<file path="src/rtl/pipe_stage_reg.sv">
// ---------------------------------------------------------------------------
// pipe_stage_reg
//
// Purpose:
//   Parametrised pipeline boundary register with valid/ready flow control.
//   It carries a payload, a destination register index and control bits from
//   one pipeline stage to the next. It is used at the IF/ID, ID/EX, EX/MEM
//   and MEM/WB boundaries and replaces the older fixed-width MEM/WB latch.
//
//   Handshake: an entry moves across a port on a rising clk edge where
//   valid and ready are both 1. The sender holds valid and its payload
//   stable until that edge. The receiver may change ready at any time.
//   Neither side makes valid depend on ready.
//
//   When the stage holds no valid entry (a bubble), out_ctrl is forced to
//   zero. A stalled or flushed boundary therefore never causes a register
//   write or a memory access downstream.
//
//   SKID = 1 : two-entry stage. in_ready comes straight from a flop, so
//              there is no combinational path from out_ready to in_ready.
//   SKID = 0 : single-entry stage. in_ready = out_ready | ~out_valid.
//
// Ports:
//   clk        in   rising-edge clock
//   rst        in   synchronous active-high reset; overrides flush and
//                   all handshakes
//   flush      in   synchronous; drops the held entries and any entry
//                   accepted in the same cycle
//   in_valid   in   upstream entry present
//   in_ready   out  stage accepts an entry this cycle
//   in_data    in   upstream payload            [DATA_W-1:0]
//   in_dest    in   upstream destination index  [DEST_W-1:0]
//   in_ctrl    in   upstream control bits       [CTRL_W-1:0]
//   out_valid  out  head entry present
//   out_ready  in   downstream consumes the head entry this cycle
//   out_data   out  head payload (holds its last value in a bubble)
//   out_dest   out  head destination (holds its last value in a bubble)
//   out_ctrl   out  head control bits, 0 whenever out_valid = 0
//   stall_cnt  out  saturating count of edges with out_valid & ~out_ready
// ---------------------------------------------------------------------------
module pipe_stage_reg #(
    parameter int DATA_W = 64,
    parameter int DEST_W = 5,
    parameter int CTRL_W = 2,
    parameter int SKID   = 1,
    parameter int CNT_W  = 16
) (
    input  logic              clk,
    input  logic              rst,
    input  logic              flush,
    input  logic              in_valid,
    output logic              in_ready,
    input  logic [DATA_W-1:0] in_data,
    input  logic [DEST_W-1:0] in_dest,
    input  logic [CTRL_W-1:0] in_ctrl,
    output logic              out_valid,
    input  logic              out_ready,
    output logic [DATA_W-1:0] out_data,
    output logic [DEST_W-1:0] out_dest,
    output logic [CTRL_W-1:0] out_ctrl,
    output logic [CNT_W-1:0]  stall_cnt
);

    // -----------------------------------------------------------------------
    // State
    // -----------------------------------------------------------------------
    // Head entry: the one currently presented on out_*.
    logic              head_valid_q, head_valid_d;
    logic [DATA_W-1:0] head_data_q,  head_data_d;
    logic [DEST_W-1:0] head_dest_q,  head_dest_d;
    logic [CTRL_W-1:0] head_ctrl_q,  head_ctrl_d;

    // Skid entry: catches an entry accepted while the head is blocked.
    // Only written when SKID = 1.
    logic              skid_valid_q, skid_valid_d;
    logic [DATA_W-1:0] skid_data_q,  skid_data_d;
    logic [DEST_W-1:0] skid_dest_q,  skid_dest_d;
    logic [CTRL_W-1:0] skid_ctrl_q,  skid_ctrl_d;

    // Registered in_ready for the two-entry variant. It always equals the
    // inverse of the skid valid bit. It is kept as its own flop so that
    // in_ready leaves the block straight from a register.
    logic              in_ready_q,   in_ready_d;

    logic [CNT_W-1:0]  stall_cnt_q,  stall_cnt_d;

    // -----------------------------------------------------------------------
    // Handshake events for this cycle
    // -----------------------------------------------------------------------
    logic accept;
    logic consume;

    always_comb begin
        if (SKID != 0) begin
            in_ready = in_ready_q;
        end else begin
            in_ready = out_ready | ~head_valid_q;
        end
    end

    assign accept  = in_valid & in_ready;
    assign consume = head_valid_q & out_ready;

    // -----------------------------------------------------------------------
    // Next-state logic
    // -----------------------------------------------------------------------
    always_comb begin
        head_valid_d = head_valid_q;
        head_data_d  = head_data_q;
        head_dest_d  = head_dest_q;
        head_ctrl_d  = head_ctrl_q;
        skid_valid_d = skid_valid_q;
        skid_data_d  = skid_data_q;
        skid_dest_d  = skid_dest_q;
        skid_ctrl_d  = skid_ctrl_q;

        if (flush) begin
            // Flush drops everything, including an entry that is handshaked
            // in the same cycle. The payload fields keep their old values
            // because they are don't-care once valid is cleared.
            head_valid_d = 1'b0;
            skid_valid_d = 1'b0;
        end else if (SKID != 0) begin
            if (consume) begin
                if (skid_valid_q) begin
                    // The skid entry is older than anything upstream, so it
                    // goes to the head first. in_ready was low this cycle,
                    // so no accept can happen at the same time.
                    head_data_d  = skid_data_q;
                    head_dest_d  = skid_dest_q;
                    head_ctrl_d  = skid_ctrl_q;
                    head_valid_d = 1'b1;
                    skid_valid_d = 1'b0;
                end else if (accept) begin
                    head_data_d  = in_data;
                    head_dest_d  = in_dest;
                    head_ctrl_d  = in_ctrl;
                    head_valid_d = 1'b1;
                end else begin
                    head_valid_d = 1'b0;
                end
            end else if (accept) begin
                if (head_valid_q) begin
                    // Head is blocked downstream: park the new entry.
                    skid_data_d  = in_data;
                    skid_dest_d  = in_dest;
                    skid_ctrl_d  = in_ctrl;
                    skid_valid_d = 1'b1;
                end else begin
                    head_data_d  = in_data;
                    head_dest_d  = in_dest;
                    head_ctrl_d  = in_ctrl;
                    head_valid_d = 1'b1;
                end
            end
        end else begin
            // Single entry: in_ready already includes out_ready, so an
            // accept always finds the head free or being drained.
            if (accept) begin
                head_data_d  = in_data;
                head_dest_d  = in_dest;
                head_ctrl_d  = in_ctrl;
                head_valid_d = 1'b1;
            end else if (consume) begin
                head_valid_d = 1'b0;
            end
        end
    end

    always_comb begin
        in_ready_d = ~skid_valid_d;
    end

    // A stall is an edge where an entry is presented and not taken.
    always_comb begin
        stall_cnt_d = stall_cnt_q;
        if (head_valid_q && !out_ready && (stall_cnt_q != {CNT_W{1'b1}})) begin
            stall_cnt_d = stall_cnt_q + {{(CNT_W-1){1'b0}}, 1'b1};
        end
    end

    // -----------------------------------------------------------------------
    // Registers
    // -----------------------------------------------------------------------
    always_ff @(posedge clk) begin
        if (rst) begin
            head_valid_q <= 1'b0;
            head_data_q  <= '0;
            head_dest_q  <= '0;
            head_ctrl_q  <= '0;
            skid_valid_q <= 1'b0;
            skid_data_q  <= '0;
            skid_dest_q  <= '0;
            skid_ctrl_q  <= '0;
            in_ready_q   <= 1'b1;
            stall_cnt_q  <= '0;
        end else begin
            head_valid_q <= head_valid_d;
            head_data_q  <= head_data_d;
            head_dest_q  <= head_dest_d;
            head_ctrl_q  <= head_ctrl_d;
            skid_valid_q <= skid_valid_d;
            skid_data_q  <= skid_data_d;
            skid_dest_q  <= skid_dest_d;
            skid_ctrl_q  <= skid_ctrl_d;
            in_ready_q   <= in_ready_d;
            stall_cnt_q  <= stall_cnt_d;
        end
    end

    // -----------------------------------------------------------------------
    // Outputs
    // -----------------------------------------------------------------------
    assign out_valid = head_valid_q;
    assign out_data  = head_data_q;
    assign out_dest  = head_dest_q;
    // Bubbles carry no control so downstream never writes on them.
    assign out_ctrl  = head_valid_q ? head_ctrl_q : {CTRL_W{1'b0}};
    assign stall_cnt = stall_cnt_q;

endmodule

</file>
<file path="config.mk">
export PLATFORM = sky130hd
export DESIGN_NAME = pipe_stage_reg
export DESIGN_NICKNAME = d
export VERILOG_FILES = /design/src/rtl/pipe_stage_reg.sv
export SDC_FILE = /design/constraint.sdc
export NUM_CORES = 1
export LEC_CHECK = 0
export CORE_MARGIN = 2
export CORE_UTILIZATION = 58
export CTS_CLUSTER_DIAMETER = 120
export DETAILED_ROUTE_END_ITERATION = 8
export DONT_BUFFER_PORTS = 1
export PLACE_DENSITY = 0.85
export SLEW_MARGIN = 20
export SYNTH_ARGS = -nofsm -noshare
export SYNTH_HDL_FRONTEND = slang
export SYNTH_SLANG_ARGS = --single-unit
export TNS_END_PERCENT = 5
</file>
<file path="constraint.sdc">
create_clock -name clk -period 1.97 [get_ports clk]
set_clock_uncertainty 0.15 [all_clocks]
set_input_delay 0.4925 -clock clk [delete_from_list [all_inputs] [get_ports clk]]
set_output_delay 0.4925 -clock clk [all_outputs]
set_load 0.02 [all_outputs]
</file>
# Word level (Yosys, flattened, before mapping)
# Cells that the tools add are included.
# totals
word_cells	50
register_bits	161
# classes
n_addsub	1
n_bitwise	5
reduce_logical	8
n_eq_ne	2
muxes	24
# op_table
cell	n
2-to-1 mux 64 bit	5
2-to-1 mux 5 bit	5
adder 16 x 1 -> 16 bit, second input constant	1
inequality test 16 bit, second input constant	1
2-to-1 mux 2 bit	6
2-to-1 mux 1 bit	8
AND reduction 4 bit	2
nonzero test 2 bit	2
inverter 1 bit	3
AND 1 bit	2
logical AND 1 bit	2
inequality test 2 x 1 -> 1 bit, second input constant	1
OR reduction 2 bit	1
logical NOT 1 bit	1

# Logic depth before layout (Yosys ltp)
# Gate-level depths: netlist (run 1).
# depth
word_depth	5
ltp_mapped	6

# Least setup slack after synthesis (run 1)
# Ideal clock, no wire load.
# synth_path
path_kind	flip-flop to flip-flop
start	reg stall_cnt_q[0], in the netlist stall_cnt[0]
end	reg stall_cnt_q[13], in the netlist stall_cnt[13]
path_stages_with_launch	6
t_arrival_ps	1705
setup_slack_ps	-9
synth_period_minus_slack_ps	1979
path_buffers	0
cell_sequence	dfxtp_1 > ha_1 > nand4_1 > nor3_2 > a2111oi_2 > mux2_1
# synth_via
elab_chain_len	2
# synth_rtl
element	line_no	text
start: declaration	85	logic [CNT_W-1:0] stall_cnt_q, stall_cnt_d;
start signal: assignment	207	stall_cnt_q <= stall_cnt_d;
parallel branches: the longest is 2 deep, another holds adder 16 x 1 -> 16 bit	--	
# Parallel ways; which one is timed is not known.
# A chain may end at the register's enable or synchronous reset.

# Final worst setup path (run 1)
# layout_path
start	reg head_valid_q, in the netlist out_valid
end	out out_ctrl[0]
# layout_via
elab_chain_len	1
# layout_rtl
element	line_no	text
start: declaration	68	logic head_valid_q, head_valid_d;
start signal: assignment	198	head_valid_q <= head_valid_d;
2-to-1 mux 2 bit	218	assign out_ctrl = head_valid_q ? head_ctrl_q : {CTRL_W{1'b0}};
end: declaration	60	output logic [CTRL_W-1:0] out_ctrl,
# Every way passes these cells.

==> results of run 1 <==
area by class of cell:
class / count / area share, %
multi-input cells: 519 / 41.2
flip-flops and latches: 161 / 42.6
clock buffers: 20 / 6.04
inverters: 5 / 0.248
repair buffers: 43 / 5.49
well taps: 140 / 2.31
clock inverters: 12 / 2.10
where the power goes:
part	switching [W]	total (W)	leakage [nW]	internal (W)
Combinational	0.000180	0.000331	1.53	0.000151
Sequential	0.000200	0.00357	1.31	0.00337
Clock	0.00130	0.00336	0.296	0.00206
cells by family (layout without fill, tap and decap cells):
logic type                 count (synthesis)  after routing  share of synthesized area, %
DFF                                      161            161                          49.0
AOI/OAI and AO/OA                        167            167                          17.1
buffers and inverters                     62             80                          4.13
muxes                                     76             76                          11.6
adders and majority gates                  1              1                         0.190
and+or+nand+nor                          275            275                          17.9
layer usage:
| metal | vias to the layer above | global-route usage [%] |
|---|---|---|
| li1 | 2606 | - |
| met1 | 2479 | 28.9 |
| met2 | 205 | 42.9 |
| met3 | 28 | 9.50 |
| met4 | 0 | 9.00 |
| met5 | - | 0 |
Yosys cell counts, types with 2 or more instances:
cell type	number
dfxtp_1	161
nand2_1	150
nor2_1	79
a21oi_1	75
mux2i_1	72
a211oi_1	64
clkbuf_1	35
buf_2	19
a211oi_2	11
nand3_1	7
nor3_1	7
inv_1	5
nand4_1	5
nor4_1	5
nor2b_1	4
o21ai_0	4
or3_1	4
a31oi_1	3
mux2_2	3
and2_1	2
and3_1	2
buf_4	2
nor3_2	2
worst register-to-register path: stages, from the launching register on:
cell and delay [ns]:
dfxtp_1 0.37, ha_2 0.23, nand4_1 0.21, nor4_4 0.36, nor2_1 0.13, mux2_2 0.29
layout by cell type (no fill, tap or decap), types with 2 or more instances in the layout:
cell | synthesis | routed
a31oi_1 | 3 | 3
bufinv_16 | 0 | 3
a21oi_1 | 75 | 75
nand4_1 | 5 | 5
mux2i_1 | 72 | 72
clkinv_4 | 0 | 5
dfxtp_1 | 161 | 161
clkinvlp_4 | 0 | 2
nand3_1 | 7 | 6
clkbuf_8 | 0 | 2
buf_12 | 0 | 7
clkbuf_16 | 0 | 17
nor2_1 | 79 | 79
a211oi_2 | 11 | 10
and2_2 | 0 | 2
a211oi_1 | 64 | 64
mux2_2 | 3 | 3
nor4_1 | 5 | 5
o21ai_0 | 4 | 4
dlygate4sd3_1 | 0 | 2
buf_4 | 2 | 34
inv_1 | 5 | 5
or3_1 | 4 | 3
clkinv_2 | 0 | 2
and3_1 | 2 | 2
nor3_1 | 7 | 7
nor2b_1 | 4 | 4
nor3_4 | 0 | 2
nand2_1 | 150 | 150
state kept, by name (all words and copies together) (netlist names):
signal / flops
head_ctrl_q: 2
out_data: 64
out_valid: 1
skid_dest_q: 5
out_dest: 5
in_ready: 1
skid_ctrl_q: 2
skid_valid_q: 1
skid_data_q: 64
stall_cnt: 16
through the flow:
step	area [um2]	setup slack (ns)
2_1_floorplan	6580	0.00465
3_3_place_gp	6930	0.0352
3_5_place_dp	6930	0.0126
4_1_cts	7560	0.00309
5_1_grt	7570	0.00608
6_report	7570	0.0672
path summary, 6_finish.rpt:
kind | to | slack, ns | cells past startpoint
setup / recovery | out_ctrl[0] | 0.07 | 2
hold / removal | skid_data_q[40]$_SDFFE_PP0P_ | -0.01 | 1
setup reg to reg | stall_cnt[0]$_SDFFE_PP0P_ | 0.12 | 5
hold reg to reg | skid_data_q[29]$_SDFFE_PP0P_ | 0.30 | 2
what timing repair did:
item / 4_1_cts / 5_1_grt
endpoints found under the setup margin: 0 / 9
gates resized for setup: 0 / 3
endpoints found under the hold margin: 97 / 93
==> results.md, run 1 <==
* FMAX at 526 MHz
* Post-synth EDFFs at 0
* Hold buffer count at CTS at 2
* Full die area at 12200 um2
* Finished Core Util at 69.2%
* CTS Buffer Depth at 2
* Critical path fanouts, max at 7
* Nets at 824
* Antenna cells at 0
* Sequential element share of the synthesized area at 49.0%
* Total power at 0.00727 W
* Failing checks: negative hold slack
* Initial antenna violation count at 0
* Met2 WL at 7.56 mm
* Leak Pwr at 3.14 nW
* Worst Path Buf+Inv at 1
* Area of the multi-input gates at 3120 um2
* Synthesis warning total at 0
* CTS Sinks at 161
* M1 wire length at 5.95 mm
* Mapped Cells at 742
* Hold_sp: rst
* RSZ-0062 raised after global routing: false
* Core Region at 10900 um2
* Status: finished with violations
* Port Buf Inserts at 0
* Clk slew on worst S/H paths at 0.06 ns
* Share of layout cells above drive strength 1 at 12.8%
* Slew HR at 66.8%
* Routed Antenna Nets at 0
* Max-cap violations at 0
* Worst setup path start: out_valid$_SDFFE_PP0P_
* Syn_nets at 819
* Finished Layout Cells at 900
* Fillers at 840
* Netlist cell types at 44
* Drt wl/cell at 16.9 um
* Hold Path Class: in -> reg
* Min Tclk post-route at 1.90 ns
* H-tree depth at 4
* Post-synth top area cell: dfxtp_1
* CP Class: reg -> out
* Routed met3 length at 1.36 mm
* Initial Util at 60.1%
* Gpl congestion at 0.837
* Total Wirelength at 15.2 mm
* Synth-to-layout area growth at 15.1%
* Final setup viols at 0
* Mean Syn Cell Area at 8.86 um2
* DRC violations left at 0
* Number of global-route vias before repair at 5299
* Largest net degree at the start of global routing at 163
* Inserted Clock Buffers at 17
* Max VDD drop at 0.797 mV
* Data required time of the worst path at 1.33 ns
* Final Hold Fails at 7
* DR iter-0 viols at 486
* TritonCTS clock tree: yes
* Crit path max-delay family: flip-flops
* Netlist Area Pre-Place at 6580 um2
* Worst-margin pin slew at 0.493 ns
* Critical path endpoint category: output port
* #FFs+latches synth at 161
* Gr usage total at 25.2%
* Largest cells by area after synthesis: dfxtp_1 49%, mux2i_1 11%, nand2_1 8.6%
* Root buffer cell: clkbuf_16
* Die width at 110 um
* Crit start category: register
* Cell Pwr Density at 960 nW/um2
* Grt total ovfl at 0
* Setup Fix Bufs, Post-CTS at 0
* Main synth FF type: dfxtp_1
* DRT Pass-1 Iters at 5
* Worst Path Arrival at 1.26 ns
* Ports at 165
* First-pass GRT wire length at 25.4 mm
* Placed Instances at 866
* Die height at 110 um
* Ys async rst share at 0%
* Vias at 5318
* Slowest stage cell, crit path: dfxtp_1
* DPL Wire Length at 10.3 mm
* Synth top area share at 49.0%
* CP Cell Sequence: buf_4 > and2_2
* RR Startpoint: stall_cnt[0]$_SDFFE_PP0P_
* Largest stage delay, worst path at 0.36 ns
* Register area at 3220 um2
* Fin. max-slew vios at 0
* Final TNS setup at 0 ns
* DR vias/cell at 5.91
* Top Metal Used: met4
* Min Hold Slack at -0.0133 ns
* Final worst path period share at 96.6%
* FP Rows at 38
* Worst skew pair latency at 0.42 ns
(Power assumes the default switching activity.)
==> run 2: changes to the inputs <==
--- a/config.mk
+++ b/config.mk
@@ -5,12 +5,12 @@
 export SDC_FILE = /design/constraint.sdc
 export NUM_CORES = 1
 export LEC_CHECK = 0
+export CAP_MARGIN = 20
 export CORE_MARGIN = 2
-export CORE_UTILIZATION = 58
+export CORE_UTILIZATION = 49
 export CTS_CLUSTER_DIAMETER = 120
 export DETAILED_ROUTE_END_ITERATION = 8
-export DONT_BUFFER_PORTS = 1
-export PLACE_DENSITY = 0.85
+export PLACE_DENSITY = 0.91
 export SLEW_MARGIN = 20
 export SYNTH_ARGS = -nofsm -noshare
 export SYNTH_HDL_FRONTEND = slang
==> constraint.sdc (replaced) <==
create_clock -name clk -period 1.97 [get_ports clk]
set_clock_uncertainty 0.15 [all_clocks]
set_input_delay 0.394 -clock clk [delete_from_list [all_inputs] [get_ports clk]]
set_output_delay 0.394 -clock clk [all_outputs]
set_load 0.02 [all_outputs]
==> results.md, run 2 (synthesized netlist as in run 1, its figures left out) <==
* Final Hold Fails at 0 (was 7)
* Gr usage total at 23.6% (was 25.2%)
* TritonCTS clock tree: yes (unchanged)
* Synth-to-layout area growth at 43.0% (was 15.1%)
* DPL Wire Length at 11.7 mm (was 10.3 mm)
* Largest stage delay, worst path at 0.62 ns (was 0.36 ns)
* Min Tclk post-route at 1.93 ns (was 1.90 ns)
* FP Rows at 42 (was 38)
* Most common cell after layout, fill and taps aside: dfxtp_1 (unchanged)
* WHS Endpoint: skid_data_q[26]$_SDFFE_PP0P_ (was skid_data_q[40]$_SDFFE_PP0P_)
* Die width at 120 um (was 110 um)
* Full die area at 14400 um2 (was 12200 um2)
* Clock network power share at 42.8% (was 46.3%)
* Cell Pwr Density at 812 nW/um2 (was 960 nW/um2)
* CP Cell Sequence: clkdlybuf4s50_1 (was buf_4 > and2_2)
* Initial Util at 49.8% (was 60.1%)
* Combinational power share at 12.2% (was 4.6%)
* Most frequent cells in the layout: 158 x dfxtp_1, 150 x nand2_1, 134 x clkdlybuf4s50_1 (was 161 x dfxtp_1, 150 x nand2_1, 79 x nor2_1)
* Data required time of the worst path at 1.43 ns (was 1.33 ns)
* Flop2flop setup slack at 0.08 ns (was 0.12 ns)
* Number of global-route vias before repair at 5638 (was 5299)
* Gpl congestion at 0.814 (was 0.837)
* Fillers at 934 (was 840)
* Inserted Clock Buffers at 17 (unchanged)
* Drt wl/cell at 15.6 um (was 16.9 um)
* Net Sw Frac at 23.6% (was 23.1%)
* Leak Pwr at 4.02 nW (was 3.14 nW)
* FMAX at 517 MHz (was 526 MHz)
* RR Startpoint: stall_cnt[0]$_SDFFE_PP0P_ (unchanged)
* Slowest stage cell, crit path: clkdlybuf4s50_1 (was dfxtp_1)
* Worst-margin pin slew at 0.369 ns (was 0.493 ns)
* Die height at 120 um (was 110 um)
* Status: completed (was finished with violations)
* Crit path max-delay family: buffers and inverters (was flip-flops)
* Hold Path Class: in -> reg (unchanged)
* Grt total ovfl at 0 (unchanged)
* DRT Pass-1 Iters at 5 (unchanged)
* Max-cap violations at 0 (unchanged)
* WP depth at 1 (was 2)
* Core Region at 13200 um2 (was 10900 um2)
* Root buffer cell: clkbuf_16 (unchanged)
* Antenna cells at 0 (unchanged)
* Critical path endpoint category: output port (unchanged)
* H-tree depth at 4 (unchanged)
* Crit start category: register (unchanged)
* Reg power frac at 45.0% (was 49.2%)
* Largest net degree at the start of global routing at 67 (was 163)
* Worst Path Arrival at 1.39 ns (was 1.26 ns)
* CTS Sinks at 161 (unchanged)
* Min Hold Slack at 0.247 ns (was -0.0133 ns)
* Hold buffer count at CTS at 0 (was 2)
* DR vias/cell at 5.44 (was 5.91)
* Vias at 6041 (was 5318)
* Total power at 0.00764 W (was 0.00727 W)
* Port Buf Inserts at 164 (was 0)
* Hold_sp: rst (unchanged)
* Max VDD drop at 0.490 mV (was 0.797 mV)
* Worst skew pair latency at 0.42 ns (about the same)
* Share of layout cells above drive strength 1 at 12.6% (was 12.8%)
* Total Wirelength at 17.3 mm (was 15.2 mm)
* Worst r2r dst: stall_cnt[5]$_SDFFE_PP0P_ (was stall_cnt[0]$_SDFFE_PP0P_)
* Placed Instances at 1074 (was 866)
* DR iter-0 viols at 525 (was 486)
* Slew HR at 75.1% (was 66.8%)
* Final TNS setup at 0 ns (unchanged)
* Net Switching at 0.00180 W (was 0.00168 W)
* Nets at 998 (was 824)
* Initial antenna violation count at 0 (unchanged)
* Clk slew on worst S/H paths at 0.06 ns (about the same)
* First-pass GRT wire length at 27.3 mm (was 25.4 mm)
* CTS Buffer Depth at 2 (unchanged)
* Routed Antenna Nets at 0 (unchanged)
* Final worst path period share at 98.1% (was 96.6%)
* Worst Path Buf+Inv at 1 (unchanged)
* Cell Int Power at 0.00584 W (was 0.00559 W)
* Ports at 165 (unchanged)
* Critical path fanouts, max at 2 (was 7)
* Fin. max-slew vios at 0 (unchanged)
* Finished Layout Cells at 1110 (was 900)
* DRC violations left at 0 (unchanged)
* Final worst slack at 0.0368 ns (was 0.0672 ns)
* Setup WS pre-CTS at -0.422 ns (was 0.0126 ns)
* R2R cell count at 6 (was 5)
* Final setup viols at 0 (unchanged)
* WHS Path Cells at 2 (was 1)
* CP Class: reg -> out (unchanged)
==> run 2: cell count changes in the layout (fill, tap and decap cells not counted), sizes merged, moves of 2 or more <==
cell           delta
clkbuf            +5
dlygate4sd2      +18
dlymetal6s2s      +9
buf              +12
clkdlybuf4s50   +134
clkinvlp          +2
dlygate4sd3       -2
clkinv            -4
==> run 2: metal layers <==
metal / part of all wire [%] / routed length [um] / track usage (%) / vias up
met2: 50 / 8720 / 40.8 / 197
li1: - / - / - / 2943
met4: 2.3 / 399 / 10.4 / 0
met1: 42 / 7220 / 28.3 / 2868
met5: 0 / 0 / 0 / -
met3: 5.6 / 968 / 5.18 / 33
==> run 2: worst max path at each step <==
stage                            endpoint                 startpoint
2_1_floorplan  stall_cnt[13]$_SDFFE_PP0P_  stall_cnt[9]$_SDFFE_PP0P_
3_5_place_dp    out_data[57]$_SDFFE_PP0P_                  out_ready
4_1_cts        stall_cnt[13]$_SDFFE_PP0P_  stall_cnt[0]$_SDFFE_PP0P_
3_3_place_gp   stall_cnt[10]$_SDFFE_PP0P_                  out_ready
5_1_grt        stall_cnt[10]$_SDFFE_PP0P_                  out_ready
6_report                     out_data[26]  out_data[26]$_SDFFE_PP0P_
==> run 2: per-stage QoR <==
stage / util (%) / area, um2
6_report: 71.3 / 9400
5_1_grt: 71.3 / 9400
4_1_cts: 70.2 / 9270
3_5_place_dp: 65.9 / 8700
3_3_place_gp: 65.9 / 8700
2_1_floorplan: - / 6580
==> run 2: area by class of cell <==
cell class	instances	area [um2]	area share [%]
clock buffers	23	488	5.19
multi-input cells	519	3180	33.8
repair buffers	217	2170	23.1
inverters	5	18.8	0.200
clock inverters	9	105	1.12
flip-flops and latches	161	3230	34.3
well taps	176	220	2.34
==> run 2: what timing repair did <==
action                                  CTS  global route
endpoints found under the setup margin   21            74
cloned                                    0             1
gates resized for setup                  21            26
setup buffers                             0             3
pin swaps                                 0             3
==> run 2: power groups by stage <==
| stage | clock, W | sequential (W) | combinational (W) |
|---|---|---|---|
| floorplan | 0 | 0.00362 | 0.000299 |
| detailed placement | 0 | 0.00351 | 0.000912 |
| finish | 0.00327 | 0.00344 | 0.000932 |
| global placement | 0 | 0.00350 | 0.000888 |
| global route | 0.00347 | 0.00345 | 0.000995 |
| CTS | 0.00331 | 0.00344 | 0.000916 |
==> run 3: changes to the inputs <==
--- a/config.mk
+++ b/config.mk
@@ -15,4 +15,4 @@
 export SYNTH_ARGS = -nofsm -noshare
 export SYNTH_HDL_FRONTEND = slang
 export SYNTH_SLANG_ARGS = --single-unit
-export TNS_END_PERCENT = 5
+export TNS_END_PERCENT = 1
==> results.md, run 3 (synthesized netlist as in run 1, its figures left out) <==
* Status: completed (unchanged)
* Worst r2r dst: stall_cnt[13]$_SDFFE_PP0P_ (was stall_cnt[5]$_SDFFE_PP0P_)
* Total Wirelength at 17.3 mm (about the same)
* RR Startpoint: stall_cnt[7]$_SDFFE_PP0P_ (was stall_cnt[0]$_SDFFE_PP0P_)
* Clk slew on worst S/H paths at 0.06 ns (about the same)
* Largest net degree at the start of global routing at 67 (unchanged)
* Most common cell after layout, fill and taps aside: dfxtp_1 (unchanged)
* Die height at 120 um (unchanged)
* Largest stage delay, worst path at 0.62 ns (about the same)
* Max VDD drop at 0.488 mV (was 0.490 mV)
* RSZ-0062 raised after global routing: true
* Most frequent cells in the layout: 160 x dfxtp_1, 150 x nand2_1, 134 x clkdlybuf4s50_1 (was 158 x dfxtp_1, 150 x nand2_1, 134 x clkdlybuf4s50_1)
* Synth-to-layout area growth at 42.8% (was 43.0%)
* First-pass GRT wire length at 27.3 mm (unchanged)
* Ports at 165 (unchanged)
* Slew HR at 74.8% (was 75.1%)
* Min Hold Slack at 0.248 ns (was 0.247 ns)
* Leak Pwr at 4.02 nW (about the same)
* Worst Path Arrival at 1.39 ns (about the same)
* CP Class: reg -> out (unchanged)
* Cell Pwr Density at 814 nW/um2 (was 812 nW/um2)
* DRC violations left at 0 (unchanged)
* Hold Path Class: in -> reg (unchanged)
* Flop2flop setup slack at 0.07 ns (was 0.08 ns)
* R2R cell count at 4 (was 6)
* Crit start category: register (unchanged)
* Hold buffer count at CTS at 0 (unchanged)
* Worst Path Buf+Inv at 1 (unchanged)
* Vias at 6033 (was 6041)
* Share of layout cells above drive strength 1 at 12.4% (was 12.6%)
* CTS Buffer Depth at 2 (unchanged)
* Inserted Clock Buffers at 17 (unchanged)
* Routed Antenna Nets at 0 (unchanged)
* DRT Pass-1 Iters at 5 (unchanged)
* Port Buf Inserts at 164 (unchanged)
* Nets at 998 (unchanged)
* Number of global-route vias before repair at 5638 (unchanged)
* Setup WS pre-CTS at -0.422 ns (unchanged)
* FMAX at 517 MHz (about the same)
* Fin. max-slew vios at 0 (unchanged)
* Final setup viols at 0 (unchanged)
* Final Hold Fails at 0 (unchanged)
* Critical path fanouts, max at 2 (unchanged)
* Data required time of the worst path at 1.43 ns (about the same)
* Initial antenna violation count at 0 (unchanged)
* Initial Util at 49.8% (unchanged)
* CTS Sinks at 161 (unchanged)
* Final worst slack at 0.0374 ns (was 0.0368 ns)
* Full die area at 14400 um2 (unchanged)
* Finished Core Util at 71.2% (was 71.3%)
* WHS Endpoint: skid_data_q[26]$_SDFFE_PP0P_ (unchanged)
* Hold_sp: rst (unchanged)
* TritonCTS clock tree: yes (unchanged)
* Die width at 120 um (unchanged)
* Gpl congestion at 0.814 (unchanged)
* CP Cell Sequence: clkdlybuf4s50_1 (unchanged)
* DPL Wire Length at 11.7 mm (unchanged)
* Min Tclk post-route at 1.93 ns (about the same)
* Critical path endpoint category: output port (unchanged)
* FP Rows at 42 (unchanged)
* Drt wl/cell at 15.6 um (about the same)
* DR iter-0 viols at 462 (was 525)
* Max-cap violations at 0 (unchanged)
* Core Region at 13200 um2 (unchanged)
* DR vias/cell at 5.44 (about the same)
* WHS Path Cells at 2 (unchanged)
* Root buffer cell: clkbuf_16 (unchanged)
* Antenna cells at 0 (unchanged)
* Gr usage total at 23.6% (unchanged)
* H-tree depth at 4 (unchanged)
* Final worst path period share at 98.1% (about the same)
* Worst-margin pin slew at 0.378 ns (was 0.369 ns)
* Worst skew pair latency at 0.42 ns (about the same)
* Slowest stage cell, crit path: clkdlybuf4s50_1 (unchanged)
* Grt total ovfl at 0 (unchanged)
* Crit path max-delay family: buffers and inverters (unchanged)
run 3: cell counts in the layout (fill, tap and decap cells not counted):
No cell type changed its count.
run 3: worst max-delay path by stage:
stage / from / endpoint / slack, ns / cells past startpoint
finish: out_data[26]$_SDFFE_PP0P_ / out_data[26] / 0.04 / 1
global route: out_ready / stall_cnt[13]$_SDFFE_PP0P_ / -0.01 / 5
CTS: stall_cnt[0]$_SDFFE_PP0P_ / stall_cnt[13]$_SDFFE_PP0P_ / -0.01 / 5
detailed placement: out_ready / out_data[57]$_SDFFE_PP0P_ / -0.42 / 8
global placement: out_ready / stall_cnt[10]$_SDFFE_PP0P_ / -0.31 / 6
floorplan: stall_cnt[9]$_SDFFE_PP0P_ / stall_cnt[13]$_SDFFE_PP0P_ / 0.005 / 4
run 3: metrics by stage:
stage | TNS [ns] | cell area [um2] | cells | total power, W
after detailed placement | -45.64 | 8700 | 1074 | 0.00442
after CTS | -0.0126 | 9270 | 1106 | 0.00766
after global routing | -0.0446 | 9390 | 1110 | 0.00791
after global placement | -38.34 | 8700 | 1074 | 0.00439
after floorplan | 0 | 6580 | 742 | 0.00392
final | 0 | 9390 | 1110 | 0.00764
run 3: cell type report:
| cell class | instances | area [um2] |
|---|---|---|
| Fill cell | 940 | 3800 |
| Sequential cell | 161 | 3220 |
| Multi-Input combinational cell | 519 | 3160 |
| Timing Repair Buffer | 217 | 2170 |
| Clock buffer | 23 | 488 |
| Tap cell | 176 | 220 |
| Clock inverter | 9 | 105 |
| Inverter | 5 | 18.8 |
run 3: report_power, final:
group / switching (W) / internal [W] / total, W / leakage (nW)
logic: 0.000462 / 0.000470 / 0.000932 / 2.42
clock network: 0.00128 / 0.00199 / 0.00327 / 0.281
registers: 0.0000658 / 0.00337 / 0.00344 / 1.31
run 3: what timing repair did:
action | CTS | global route
gates resized for setup | 21 | 23
setup buffers | 0 | 3
pin swaps | 0 | 3
endpoints found under the hold margin | 0 | 0
cloned | 0 | 1
endpoints found under the setup margin | 21 | 74
run 3: routing by layer:
metal | vias to the layer above | GRT usage [%] | wire, um
li1 | 2947 | - | -
met1 | 2869 | 28.3 | 7300
met2 | 189 | 40.8 | 8760
met3 | 28 | 5.18 | 918
met4 | 0 | 10.4 | 349
met5 | - | 0 | 0
